<file path="src/rtl/if_fetch_stage.sv">
// if_fetch_stage: instruction-fetch stage with the IF/ID pipeline register.
// Holds the PC and talks to a variable-latency instruction memory. It takes
// redirects back from decode, and loads bubbles into IF/ID while a fetch is
// outstanding or a redirect is being resolved.
// Optional feature: define IF_SKID_BUF_EN to add a one-entry skid buffer.
// The buffer captures a word that returns while the pipeline is stalled, so
// that word does not have to be fetched again.
module if_fetch_stage #(
  parameter logic [31:0] RESET_PC  = 32'h0000_0000,
  parameter logic [31:0] NOP_INSTR = 32'h0000_0013
) (
  input  logic        clk_i,
  input  logic        rst_i,
  input  logic        en_i,
  input  logic [1:0]  PCsrc_i,
  input  logic [31:0] pcPlusImm_i,
  input  logic [31:0] regPlusImm_i,
  output logic        imem_req_o,
  output logic [31:0] imem_addr_o,
  input  logic        imem_ready_i,
  input  logic [31:0] imem_rdata_i,
  output logic [31:0] PC_o,
  output logic [31:0] pcPlus4_o,
  output logic [24:0] Instr31_7_o,
  output logic [6:0]  op_o,
  output logic [4:0]  rd_o,
  output logic [2:0]  funct3_o,
  output logic [4:0]  rs1_o,
  output logic [4:0]  rs2_o,
  output logic        funct7_5_o,
  output logic        fetchBubble_o
);

  // FETCH: a request is outstanding at pc_q.
  // DRAIN: a redirect arrived during a miss. The stale request must finish
  // before the target address can go out, so that imem_addr_o stays stable.
  typedef enum logic [0:0] {
    FETCH = 1'b0,
    DRAIN = 1'b1
  } state_t;

  state_t      state_q;
  logic [31:0] pc_q;
  logic [31:0] redir_q;
  logic [31:0] ifid_pc_q;
  logic [31:0] ifid_pc4_q;
  logic [31:0] ifid_instr_q;
  logic        bubble_q;

  logic        redirect_d;
  logic [31:0] redir_src_d;
  logic [31:0] target_d;
  logic        word_avail_d;
  logic [31:0] word_d;
  logic [31:0] word_pc_d;
  logic [31:0] word_pc4_d;

  // Decode asks for a redirect only when the pipeline advances.
  // Select 11 is treated the same as 00, which means sequential fetch.
  assign redirect_d  = en_i && ((PCsrc_i == 2'b01) || (PCsrc_i == 2'b10));
  assign redir_src_d = (PCsrc_i == 2'b01) ? pcPlusImm_i : regPlusImm_i;
  assign target_d    = redir_src_d & ~32'h0000_0003;

`ifdef IF_SKID_BUF_EN
  logic        buf_v_q;
  logic [31:0] buf_pc_q;
  logic [31:0] buf_instr_q;

  // A buffered word takes the place of a memory return. No new request is
  // issued while the buffer holds a word.
  assign word_avail_d = buf_v_q || imem_ready_i;
  assign word_d       = buf_v_q ? buf_instr_q : imem_rdata_i;
  assign word_pc_d    = buf_v_q ? buf_pc_q : pc_q;
  assign imem_req_o   = !buf_v_q;
`else
  // There is no buffer, so only the memory can supply a word. A request is
  // outstanding in both states.
  assign word_avail_d = imem_ready_i;
  assign word_d       = imem_rdata_i;
  assign word_pc_d    = pc_q;
  assign imem_req_o   = 1'b1;
`endif

  assign word_pc4_d  = word_pc_d + 32'd4;
  assign imem_addr_o = pc_q;

  // All IF/ID fields are plain slices of the registered instruction word.
  assign PC_o          = ifid_pc_q;
  assign pcPlus4_o     = ifid_pc4_q;
  assign Instr31_7_o   = ifid_instr_q[31:7];
  assign op_o          = ifid_instr_q[6:0];
  assign rd_o          = ifid_instr_q[11:7];
  assign funct3_o      = ifid_instr_q[14:12];
  assign rs1_o         = ifid_instr_q[19:15];
  assign rs2_o         = ifid_instr_q[24:20];
  assign funct7_5_o    = ifid_instr_q[30];
  assign fetchBubble_o = bubble_q;

  // Fetch state machine, PC, redirect holding register and IF/ID register.
  always_ff @(posedge clk_i) begin
    if (rst_i) begin
      state_q      <= FETCH;
      pc_q         <= RESET_PC;
      redir_q      <= 32'h0000_0000;
      ifid_pc_q    <= 32'h0000_0000;
      ifid_pc4_q   <= 32'h0000_0000;
      ifid_instr_q <= NOP_INSTR;
      bubble_q     <= 1'b1;
`ifdef IF_SKID_BUF_EN
      buf_v_q      <= 1'b0;
      buf_pc_q     <= 32'h0000_0000;
      buf_instr_q  <= 32'h0000_0000;
`endif
    end else if (en_i) begin
      case (state_q)
        FETCH: begin
`ifdef IF_SKID_BUF_EN
          // If the buffer holds a word, that word is consumed (or dropped on a
          // redirect) in this cycle.
          buf_v_q <= 1'b0;
`endif
          if (word_avail_d && !redirect_d) begin
            ifid_pc_q    <= word_pc_d;
            ifid_pc4_q   <= word_pc4_d;
            ifid_instr_q <= word_d;
            bubble_q     <= 1'b0;
            pc_q         <= word_pc4_d;
          end else begin
            ifid_instr_q <= NOP_INSTR;
            bubble_q     <= 1'b1;
            if (word_avail_d) begin
              // The word is from the wrong path, so it is dropped.
              pc_q <= target_d;
            end else if (redirect_d) begin
              // A miss is still in flight. Keep the target until it completes.
              redir_q <= target_d;
              state_q <= DRAIN;
            end
          end
        end
        DRAIN: begin
          // Decode sees only bubbles here, so PCsrc_i cannot matter.
          ifid_instr_q <= NOP_INSTR;
          bubble_q     <= 1'b1;
          if (imem_ready_i) begin
            pc_q    <= redir_q;
            state_q <= FETCH;
          end
        end
        default: begin
          state_q <= FETCH;
        end
      endcase
    end else begin
`ifdef IF_SKID_BUF_EN
      // A word that returns during a stall is kept so it is not fetched again.
      if ((state_q == FETCH) && imem_ready_i && !buf_v_q) begin
        buf_v_q     <= 1'b1;
        buf_pc_q    <= pc_q;
        buf_instr_q <= imem_rdata_i;
      end
`endif
    end
  end

endmodule

</file>
<file path="config.mk">
export PLATFORM = sky130hd
export DESIGN_NAME = if_fetch_stage
export DESIGN_NICKNAME = d
export VERILOG_FILES = /design/src/rtl/if_fetch_stage.sv
export SDC_FILE = /design/constraint.sdc
export NUM_CORES = 1
export LEC_CHECK = 0
export ABC_CLOCK_PERIOD_IN_PS = 2780
export CAP_MARGIN = 10
export CORE_MARGIN = 2
export CORE_UTILIZATION = 35
export CTS_CLUSTER_DIAMETER = 50
export DETAILED_ROUTE_END_ITERATION = 16
export PLACE_DENSITY = 0.74
export SYNTH_ARGS = -nofsm -noshare
export SYNTH_HDL_FRONTEND = slang
export SYNTH_SLANG_ARGS = --single-unit
export TNS_END_PERCENT = 30
</file>
<file path="constraint.sdc">
create_clock -name clk_i -period 2.78 [get_ports clk_i]
set_input_delay 0.556 -clock clk_i [delete_from_list [all_inputs] [get_ports clk_i]]
set_output_delay 0.556 -clock clk_i [all_outputs]
set_load 0.02 [all_outputs]
</file>
==> results of run 1 <==
-- final cells by class --
type	instances	area, um2
clock buffers	18	439.2
inverters	8	30.03
flip-flops and latches	154	3083
well taps	270	337.8
multi-input cells	595	3597
fillers	1884	9736
repair buffers	282	2775
clock inverters	14	171.4
-- flip-flops by register name, indices dropped and copies added, names as in the netlist --
signal	cells
pcPlus4_o	30
PC_o	30
ifid_instr_q	32
fetchBubble_o	1
redir_q	30
state_q	1
imem_addr_o	30
-- how the worst min path moves through the flow --
stage	from	end	cells after the start
after floorplan	redir_q[18]$_SDFFE_PP0P_	imem_addr_o[18]$_SDFFE_PP0P_	2
after global placement	PC_o[15]$_SDFFE_PP0P_	PC_o[15]$_SDFFE_PP0P_	2
after detailed placement	PC_o[27]$_SDFFE_PP0P_	PC_o[27]$_SDFFE_PP0P_	2
after CTS	PC_o[27]$_SDFFE_PP0P_	PC_o[27]$_SDFFE_PP0P_	2
after global routing	PC_o[19]$_SDFFE_PP0P_	PC_o[19]$_SDFFE_PP0P_	2
final	PC_o[25]$_SDFFE_PP0P_	PC_o[25]$_SDFFE_PP0P_	2
-- per-stage QoR --
step / power (mW) / std cells / hold WS (ns) / setup slack, ns
4_1_cts: 5.770 / 1341 / 0.4557 / 0.4390
3_3_place_gp: 3.352 / 1309 / 0.4419 / 0.1380
3_5_place_dp: 3.365 / 1309 / 0.4472 / 0.07964
6_report: 5.719 / 1341 / 0.4564 / 0.4481
2_1_floorplan: 2.924 / 853 / 0.4397 / 0.4978
5_1_grt: 5.939 / 1341 / 0.4741 / 0.3656
-- layer usage --
metal | vias up | GRT usage (%)
li1 | 3372 | -
met1 | 3121 | 26.68
met2 | 286 | 32.03
met3 | 26 | 5.621
met4 | 0 | 5.769
met5 | - | 0
-- logic make-up after synthesis --
group / count (synthesis)
DFF: 154
muxes: 33
adders and majority gates: 2
other: 2
AOI/OAI and AO/OA: 222
xor gates and xnor gates: 26
buffers and inverters: 104
and+or+nand+nor: 305
-- power groups by stage --
stage / logic [mW] / registers (mW) / clock network, mW
6_report: 0.926 / 2.39 / 2.40
3_5_place_dp: 0.927 / 2.44 / 0
5_1_grt: 1.00 / 2.40 / 2.53
4_1_cts: 0.930 / 2.39 / 2.45
2_1_floorplan: 0.423 / 2.50 / 0
3_3_place_gp: 0.918 / 2.43 / 0
-- placed cells by master, fill, tap and decap left out, types with 4 or more instances in the layout --
master             n
clkdlybuf4s50_1  238
dfxtp_1          154
nor2_1           111
nand2_1           90
a21oi_1           77
a211oi_1          54
buf_4             39
mux2i_1           31
nor2b_1           29
clkbuf_16         17
o21ai_0           15
nand3_1           13
xor2_1            13
xnor2_1           13
a22o_1            13
a21o_1            11
a311oi_1          10
nor3_1             9
inv_1              7
nand4_1            7
conb_1             7
and4_1             5
and3_1             5
or3_1              5
a22oi_1            5
buf_12             5
o22ai_1            4
nand2b_1           4
o31ai_1            4
a311o_1            4
==> reports/qor.txt, run 1 <==
Avg Vias per Cell: 5.075
Die H: 147.3 um
Hold Vio Cnt, Final: 0
Post-Synth Simple-Gate Area: 20.54%
crit end category: primary output
Num CTS Buffers: 17
RSZ-0062 raised after global routing: false
number of buffers inserted by port buffering: 239
gr ovfl total: 0
initial antenna violation count: 0
CP endpoint: imem_addr_o[13]
final core occ: 51.73%
cell area power density: 548.1 mW/mm2
critical path's slowest cell: clkdlybuf4s50_1
worst slew pin tran: 0.7591 ns
DR pass1 iterations: 5
Synthesis Warnings: 0
Reg-to-Reg Start: imem_addr_o[4]$_SDFFE_PP0P_
FF-to-FF setup slack: 0.53 ns
startpoint types: flip-flop
1st-iter DRT viols: 397
Final setup viols: 0
vias in the first global route: 6172
layout cells sized above 1: 9.244%
total track usage: 20.09%
largest net degree at the start of global routing: 73
synthesized area per cell: 8.478 um2
Worst Skew: 0.008420 ns
sequential area share after synthesis: 42.88%
FF-to-FF End: imem_addr_o[29]$_SDFFE_PP0P_
clock slew at reported path FFs: 0.07 ns
CTS max path bufs: 2
compound-cell area share of the yosys netlist: 20.74%
Flop pwr share: 41.8%
Gate power share: 16.2%
Slew HR: 49.39%
adder-cell area share of the yosys netlist: 0.3481%
distinct cell type count of the synthesized netlist: 68
Required @ worst endpoint: 2.22 ns
sw frac: 26.70%
critical path depth: 1
post-synth top area cell: dfxtp_1
DRC viols: 0
Buf/Inv on CP: 1
r2r worst-path depth: 5
status: finished clean
ANT cells: 0
Peak VDD IR: 0.0003660 V
cells taking the most area after synthesis: dfxtp_1 43%, nor2_1 5.8%, a211oi_1 5.6%
row count: 52
XOR/XNOR share of the synthesized area: 3.167%
P&R area growth vs syn: 45.13%
slowest stage delay, CP: 0.74 ns
ys async rst share: 0%
Metal-1 WL: 10060 um
top routing layer in use: met4
CP startpoint: imem_addr_o[13]$_SDFFE_PP0P_
flops & latches, synth: 154
kind of cell adding the most delay to the critical path: buffers and inverters
CP max FO: 10
met3 wire length: 1628 um
cell area after synthesis: 0.007189 mm2
fmax: 428.8 MHz
Die W: 147.3 um
top-count cell post-synth: dfxtp_1
post-DP HPWL: 16750 um
vias: 6805
min Tclk post-route: 2.332 ns
CTS tree: built
CTS H-tree depth: 4
setup TNS: 0 ns
area share of the largest cell type after synthesis: 42.88%
clock root buffer: clkbuf_16
Post-synth EDFFs: 0
first-pass GRT wire length: 34340 um
commonest cells in the netlist: 154 x dfxtp_1, 111 x nor2_1, 90 x nand2_1
Routed WL per cell: 16.60 um
Post-Syn Instances: 848
Sink Count: 154
worst path cell trace: clkdlybuf4s50_1
setup bufs post-CTS: 0
Psw: 1.527 mW
LEAKAGE: 3.740 nW
Initial Util: 35.65%
Arr. time, crit path: 1.78 ns
largest family of logic cells by synthesized area: compound AO/OA/AOI/OAI gates
placed inst area: 0.009823 mm2
met2 wire length: 10210 um
max capacitance violation total: 0
final slew viol count: 0
Antenna Violating Nets Remaining: 0
Final period util: 83.88%
top_reg_cell synth: dfxtp_1
Hold Crit Class: flip-flop to flip-flop
Hold Buf Count CTS: 0
critical path class: flip-flop to primary output
# IOs: 251
clk_lat worst skew: 0.43 ns
Net count, final: 1162
P_int: 4.192 mW
post-route cell area: 0.01043 mm2
Clk pwr share: 42.0%
final WL: 22260 um
core area: 0.02017 mm2
Die ar.: 0.02170 mm2
Resized cells post-CTS: 0
mux cell area share after synthesis: 4.629%
GPL Wtd Cong: 0.8547
No activity file was read; power rests on OpenSTA's default activity.
==> run 2: changes to the inputs <==
Settings changed: ABC_CLOCK_PERIOD_IN_PS 2780 to 1900, PLACE_DENSITY 0.74 to 0.76.
Clock period 2.78 ns to 1.9 ns, I/O delays scaled along.
==> run 2 against run 1 <==
The run now ends with negative setup slack left. Clock-buffer cell count rose by 7. Critical path depth up 7. Global-route usage is 0.85 points higher. First-iteration DRC count is 0.25% higher. Setup slack got worse by 0.49 ns. Non-clock buffer count is 81 higher. Sequential power up 45%. Cell area increased by 7.5%. Combinational power is 70% higher. Critical path type is now input port to flip-flop. Critical endpoint is now imem_addr_o[29]$_SDFFE_PP0P_. Largest power group is now sequential cells.
==> reports/qor.txt, run 2 (synthesis results as in run 1) <==
status: complete, but fails checks
failing checks: negative setup slack
Arr. time, crit path: 2.26 ns
Final setup viols: 2
Required @ worst endpoint: 2.22 ns
Slew HR: 54.60%
final slew viol count: 0
initial antenna violation count: 0
setup TNS: -0.04551 ns
fillers: 1796
CP max FO: 5
Die W: 147.3 um
startpoint types: input port
Num CTS Buffers: 17
placed inst area: 0.01047 mm2
RSZ-0062 raised after global routing: true
Avg Vias per Cell: 5.066
Routed WL per cell: 16.64 um
FF-to-FF setup slack: 0.01 ns
gr ovfl total: 0
clk_lat worst skew: 0.43 ns
core area: 0.02017 mm2
layout cells sized above 1: 16.80%
FF-to-FF End: imem_addr_o[30]$_SDFFE_PP0P_
final core occ: 55.61%
total track usage: 20.95%
r2r worst-path depth: 6
DR pass1 iterations: 5
final WL: 23610 um
number of buffers inserted by port buffering: 239
Die H: 147.3 um
CTS max path bufs: 2
CTS tree: built
met2 wire length: 11270 um
1st-iter DRT viols: 398
Initial Util: 35.65%
clock slew at reported path FFs: 0.06 ns
first-pass GRT wire length: 35650 um
GPL Wtd Cong: 0.8458
vias in the first global route: 6597
hold_ws: 0.3183 ns
Sink Count: 154
Worst Skew: 0.009305 ns
largest reg by FF count: ifid_instr_q
vias: 7188
DRC viols: 0
Die ar.: 0.02170 mm2
Peak VDD IR: 0.0005609 V
largest net degree at the start of global routing: 66
post-DP HPWL: 17690 um
Net count, final: 1243
commonest cells after routing, fill and taps aside: 207 x clkdlybuf4s50_1, 152 x dfxtp_1, 111 x nor2_1, 104 x buf_4, 90 x nand2_1
# IOs: 251
LEAKAGE: 4.379 nW
ANT cells: 0
Final period util: 102.1%
Antenna Violating Nets Remaining: 0
worst slew pin tran: 0.6810 ns
number of flip-flops in the largest register: 32
Worst Hold Launch: rst_i
row count: 52
met3 wire length: 1798 um
Hold Crit Depth: 3
min Tclk post-route: 1.940 ns
post-route cell area: 0.01122 mm2
CTS H-tree depth: 4
Reg-to-Reg Start: imem_addr_o[2]$_SDFFE_PP0P_
clock root buffer: clkbuf_16
Placement Setup Slack: -0.5699 ns
P&R area growth vs syn: 56.00%
top routing layer in use: met4
fmax: 515.5 MHz
critical path class: input port to flip-flop
cell area power density: 733.5 mW/mm2
Hold Vio Cnt, Final: 0
leading cell type in the layout, fill and taps excluded: clkdlybuf4s50_1
setup ws final: -0.03973 ns
max capacitance violation total: 0
Hold Crit Class: input port to flip-flop
Metal-1 WL: 10120 um
crit end category: flip-flop
Worst Hold Path EP: redir_q[16]$_SDFFE_PP0P_
[run 2: cell types whose count changed in the layout (fill, tap and decap cells not counted), sizes merged]
cell,previous run,this run
buf,44,123
clkdlybuf4s50,238,207
dlygate4sd2,0,28
clkbuf,18,27
clkinv,7,3
clkinvlp,3,0
dlymetal6s2s,0,3
inv,9,7
bufinv,3,2
[run 2: worst max-delay path, stage by stage]
cell and delay [ns]:
clkdlybuf4s50_1 0.47, inv_2 0.05, ha_4 0.23, nand2b_4 0.15
and3_4 0.18, or3_1 0.31, a31o_1 0.21, a211o_1 0.28
[run 2: per-stage QoR]
stage          instances  power (mW)
3_5_place_dp        1382       5.070
2_1_floorplan        853       4.280
3_3_place_gp        1382       5.043
4_1_cts             1411       8.231
6_report            1419       8.226
5_1_grt             1419       8.565
[run 2: worst max path at each step]
stage	cells past startpoint	to	slack, ns	from
final	8	imem_addr_o[29]$_SDFFE_PP0P_	-0.04	PCsrc_i[1]
after global routing	8	imem_addr_o[29]$_SDFFE_PP0P_	-0.06	PCsrc_i[1]
after CTS	7	imem_addr_o[29]$_SDFFE_PP0P_	-0.03	PCsrc_i[0]
after detailed placement	9	imem_addr_o[20]$_SDFFE_PP0P_	-0.57	PCsrc_i[1]
after global placement	9	imem_addr_o[20]$_SDFFE_PP0P_	-0.49	PCsrc_i[1]
after floorplan	9	imem_addr_o[29]$_SDFFE_PP0P_	-0.12	PCsrc_i[1]
[run 2: final cells by class]
type	instances	area, um2	area share [%]
clock buffers	25	465.4	4.150
repair buffers	363	3485	31.07
flip-flops and latches	154	3090	27.55
well taps	270	337.8	3.012
multi-input cells	595	3737	33.32
clock inverters	4	70.07	0.6247
inverters	8	30.03	0.2677
[run 2: repair_timing]
item                       CTS  global route
setup endpoints to repair   33            44
hold buffers                 0             0
pin swaps                    2            11
setup buffers                0             5
gates cloned                 0             3
resized for setup           33            34
[run 2: routing by layer]
layer | global-route usage (%) | up-vias
met3 | 5.217 | 28
met2 | 34.70 | 289
li1 | - | 3531
met5 | 0 | -
met1 | 26.75 | 3340
met4 | 6.971 | 0
[run 2: where the power goes]
part,internal (mW),switching (mW),leakage [nW]
Clock,1.94,1.25,0.261
Combinational,0.776,0.793,2.86
Sequential,3.37,0.0917,1.25
Total,6.09,2.13,4.38
==> run 3: changes to the inputs <==
Settings changed: MAX_ROUTING_LAYER set to met4.
==> run 3 against run 2 <==
Sequential power about the same. Critical path type unchanged. Final cell count unchanged. Clock-buffer cell count unchanged. Register-to-register slack about the same. Combinational power about the same. Total power about the same. Flip-flop and latch count unchanged. Utilization unchanged. The run still ends with negative setup slack left. Die area unchanged. Clock power about the same. Sequential share of layout area unchanged.
==> reports/qor.txt, run 3 (synthesis results as in run 1) <==
status: complete, but fails checks
failing checks: negative setup slack
Hold Vio Cnt, Final: 0
number of flip-flops in the largest register: 32
Slew HR: 54.33%
cell area power density: 733.3 mW/mm2
fmax: 515.3 MHz
clock root buffer: clkbuf_16
critical path class: input port to flip-flop
startpoint types: input port
placed inst area: 0.01047 mm2
RSZ-0062 raised after global routing: true
Placement Setup Slack: -0.5699 ns
layout cells sized above 1: 16.80%
Hold Crit Depth: 3
ANT cells: 0
core area: 0.02017 mm2
kind of cell adding the most delay to the critical path: simple AND/OR/NAND/NOR gates
clk_lat worst skew: 0.43 ns
FF-to-FF setup slack: 0.02 ns
gr ovfl total: 0
number of buffers inserted by port buffering: 239
Num CTS Buffers: 17
CP max FO: 5
Final setup viols: 2
Antenna Violating Nets Remaining: 0
first-pass GRT wire length: 35690 um
Hold Crit Class: input port to flip-flop
Peak VDD IR: 0.0005566 V
vias: 7142
post-route cell area: 0.01122 mm2
Initial Util: 35.65%
vias in the first global route: 6597
1st-iter DRT viols: 395
largest reg by FF count: ifid_instr_q
commonest cells after routing, fill and taps aside: 207 x clkdlybuf4s50_1, 152 x dfxtp_1, 111 x nor2_1, 104 x buf_4, 90 x nand2_1
setup TNS: -0.04319 ns
DRC viols: 0
Die H: 147.3 um
Reg-to-Reg Start: imem_addr_o[2]$_SDFFE_PP0P_
min Tclk post-route: 1.941 ns
critical path's slowest cell: clkdlybuf4s50_1
Worst Hold Path EP: redir_q[16]$_SDFFE_PP0P_
row count: 52
final WL: 23680 um
max capacitance violation total: 0
post-DP HPWL: 17690 um
Die ar.: 0.02170 mm2
GPL Wtd Cong: 0.8591
# IOs: 251
total track usage: 21.61%
Worst Hold Launch: rst_i
Sink Count: 154
clock slew at reported path FFs: 0.06 ns
leading cell type in the layout, fill and taps excluded: clkdlybuf4s50_1
CTS max path bufs: 2
setup ws final: -0.04055 ns
Required @ worst endpoint: 2.22 ns
Routed WL per cell: 16.69 um
initial antenna violation count: 0
largest net degree at the start of global routing: 66
Die W: 147.3 um
FF-to-FF End: imem_addr_o[30]$_SDFFE_PP0P_
Avg Vias per Cell: 5.033
worst slew pin tran: 0.6851 ns
crit end category: flip-flop
DR pass1 iterations: 5
P&R area growth vs syn: 56.00%
LEAKAGE: 4.379 nW
Buf/Inv on CP: 2
slowest stage delay, CP: 0.47 ns
Net count, final: 1243
Final period util: 102.1%
worst path cell trace: clkdlybuf4s50_1 -> inv_2 -> ha_4 -> nand2b_4 -> and3_4 -> or3_1 -> a31o_1 -> a211o_1
CTS H-tree depth: 4
Worst Skew: 0.01030 ns
r2r worst-path depth: 6
final slew viol count: 0
CTS tree: built
Arr. time, crit path: 2.26 ns
## run 3: cell counts in the layout (fill, tap and decap cells not counted)
Identical to the previous run, type by type.
## run 3: per-layer routing
layer | wire, um | vias to the layer above | GRT usage (%)
li1 | - | 3532 | -
met1 | 10460 | 3306 | 27.18
met4 | 426 | 0 | 6.971
met2 | 11280 | 273 | 34.58
met5 | 0 | - | -
met3 | 1513 | 31 | 4.876
## run 3: worst max path at each step
stage	cells after the start	from	end
final	8	PCsrc_i[1]	imem_addr_o[29]$_SDFFE_PP0P_
after global routing	8	PCsrc_i[1]	imem_addr_o[29]$_SDFFE_PP0P_
after CTS	7	PCsrc_i[0]	imem_addr_o[29]$_SDFFE_PP0P_
after detailed placement	9	PCsrc_i[1]	imem_addr_o[20]$_SDFFE_PP0P_
after global placement	9	PCsrc_i[1]	imem_addr_o[20]$_SDFFE_PP0P_
after floorplan	9	PCsrc_i[1]	imem_addr_o[29]$_SDFFE_PP0P_
## run 3: metrics by stage
step | total power [mW] | hold slack (ns) | utilization [%] | cells
3_3_place_gp | 5.043 | 0.4414 | 51.89 | 1382
2_1_floorplan | 4.280 | 0.4397 | - | 853
4_1_cts | 8.231 | 0.3073 | 54.49 | 1411
5_1_grt | 8.570 | 0.3206 | 55.61 | 1419
6_report | 8.224 | 0.3207 | 55.61 | 1419
3_5_place_dp | 5.070 | 0.4460 | 51.89 | 1382
## run 3: power by group
group | leakage, nW | internal, mW | switching, mW
Clock | 0.261 | 1.94 | 1.25
Combinational | 2.86 | 0.776 | 0.796
Sequential | 1.25 | 3.37 | 0.0914
Total | 4.38 | 6.09 | 2.13
## run 3: area by class of cell
class | instances | area, um2
repair buffers | 363 | 3485
flip-flops and latches | 154 | 3090
clock inverters | 4 | 70.07
fillers | 1796 | 8954
multi-input cells | 595 | 3737
clock buffers | 25 | 465.4
inverters | 8 | 30.03
well taps | 270 | 337.8
## run 3: worst min-delay path, delay by kind of cell
family	cells	cell delay, ns
AOI/OAI and AO/OA	1	0.04
buffers and inverters	2	0.27
## run 3: repair_timing
action,in CTS,in global routing
resized for setup,33,34
setup buffers,0,5
cloned,0,3
endpoints found under the setup margin,33,45
pin swaps,2,11
hold buffers,0,0
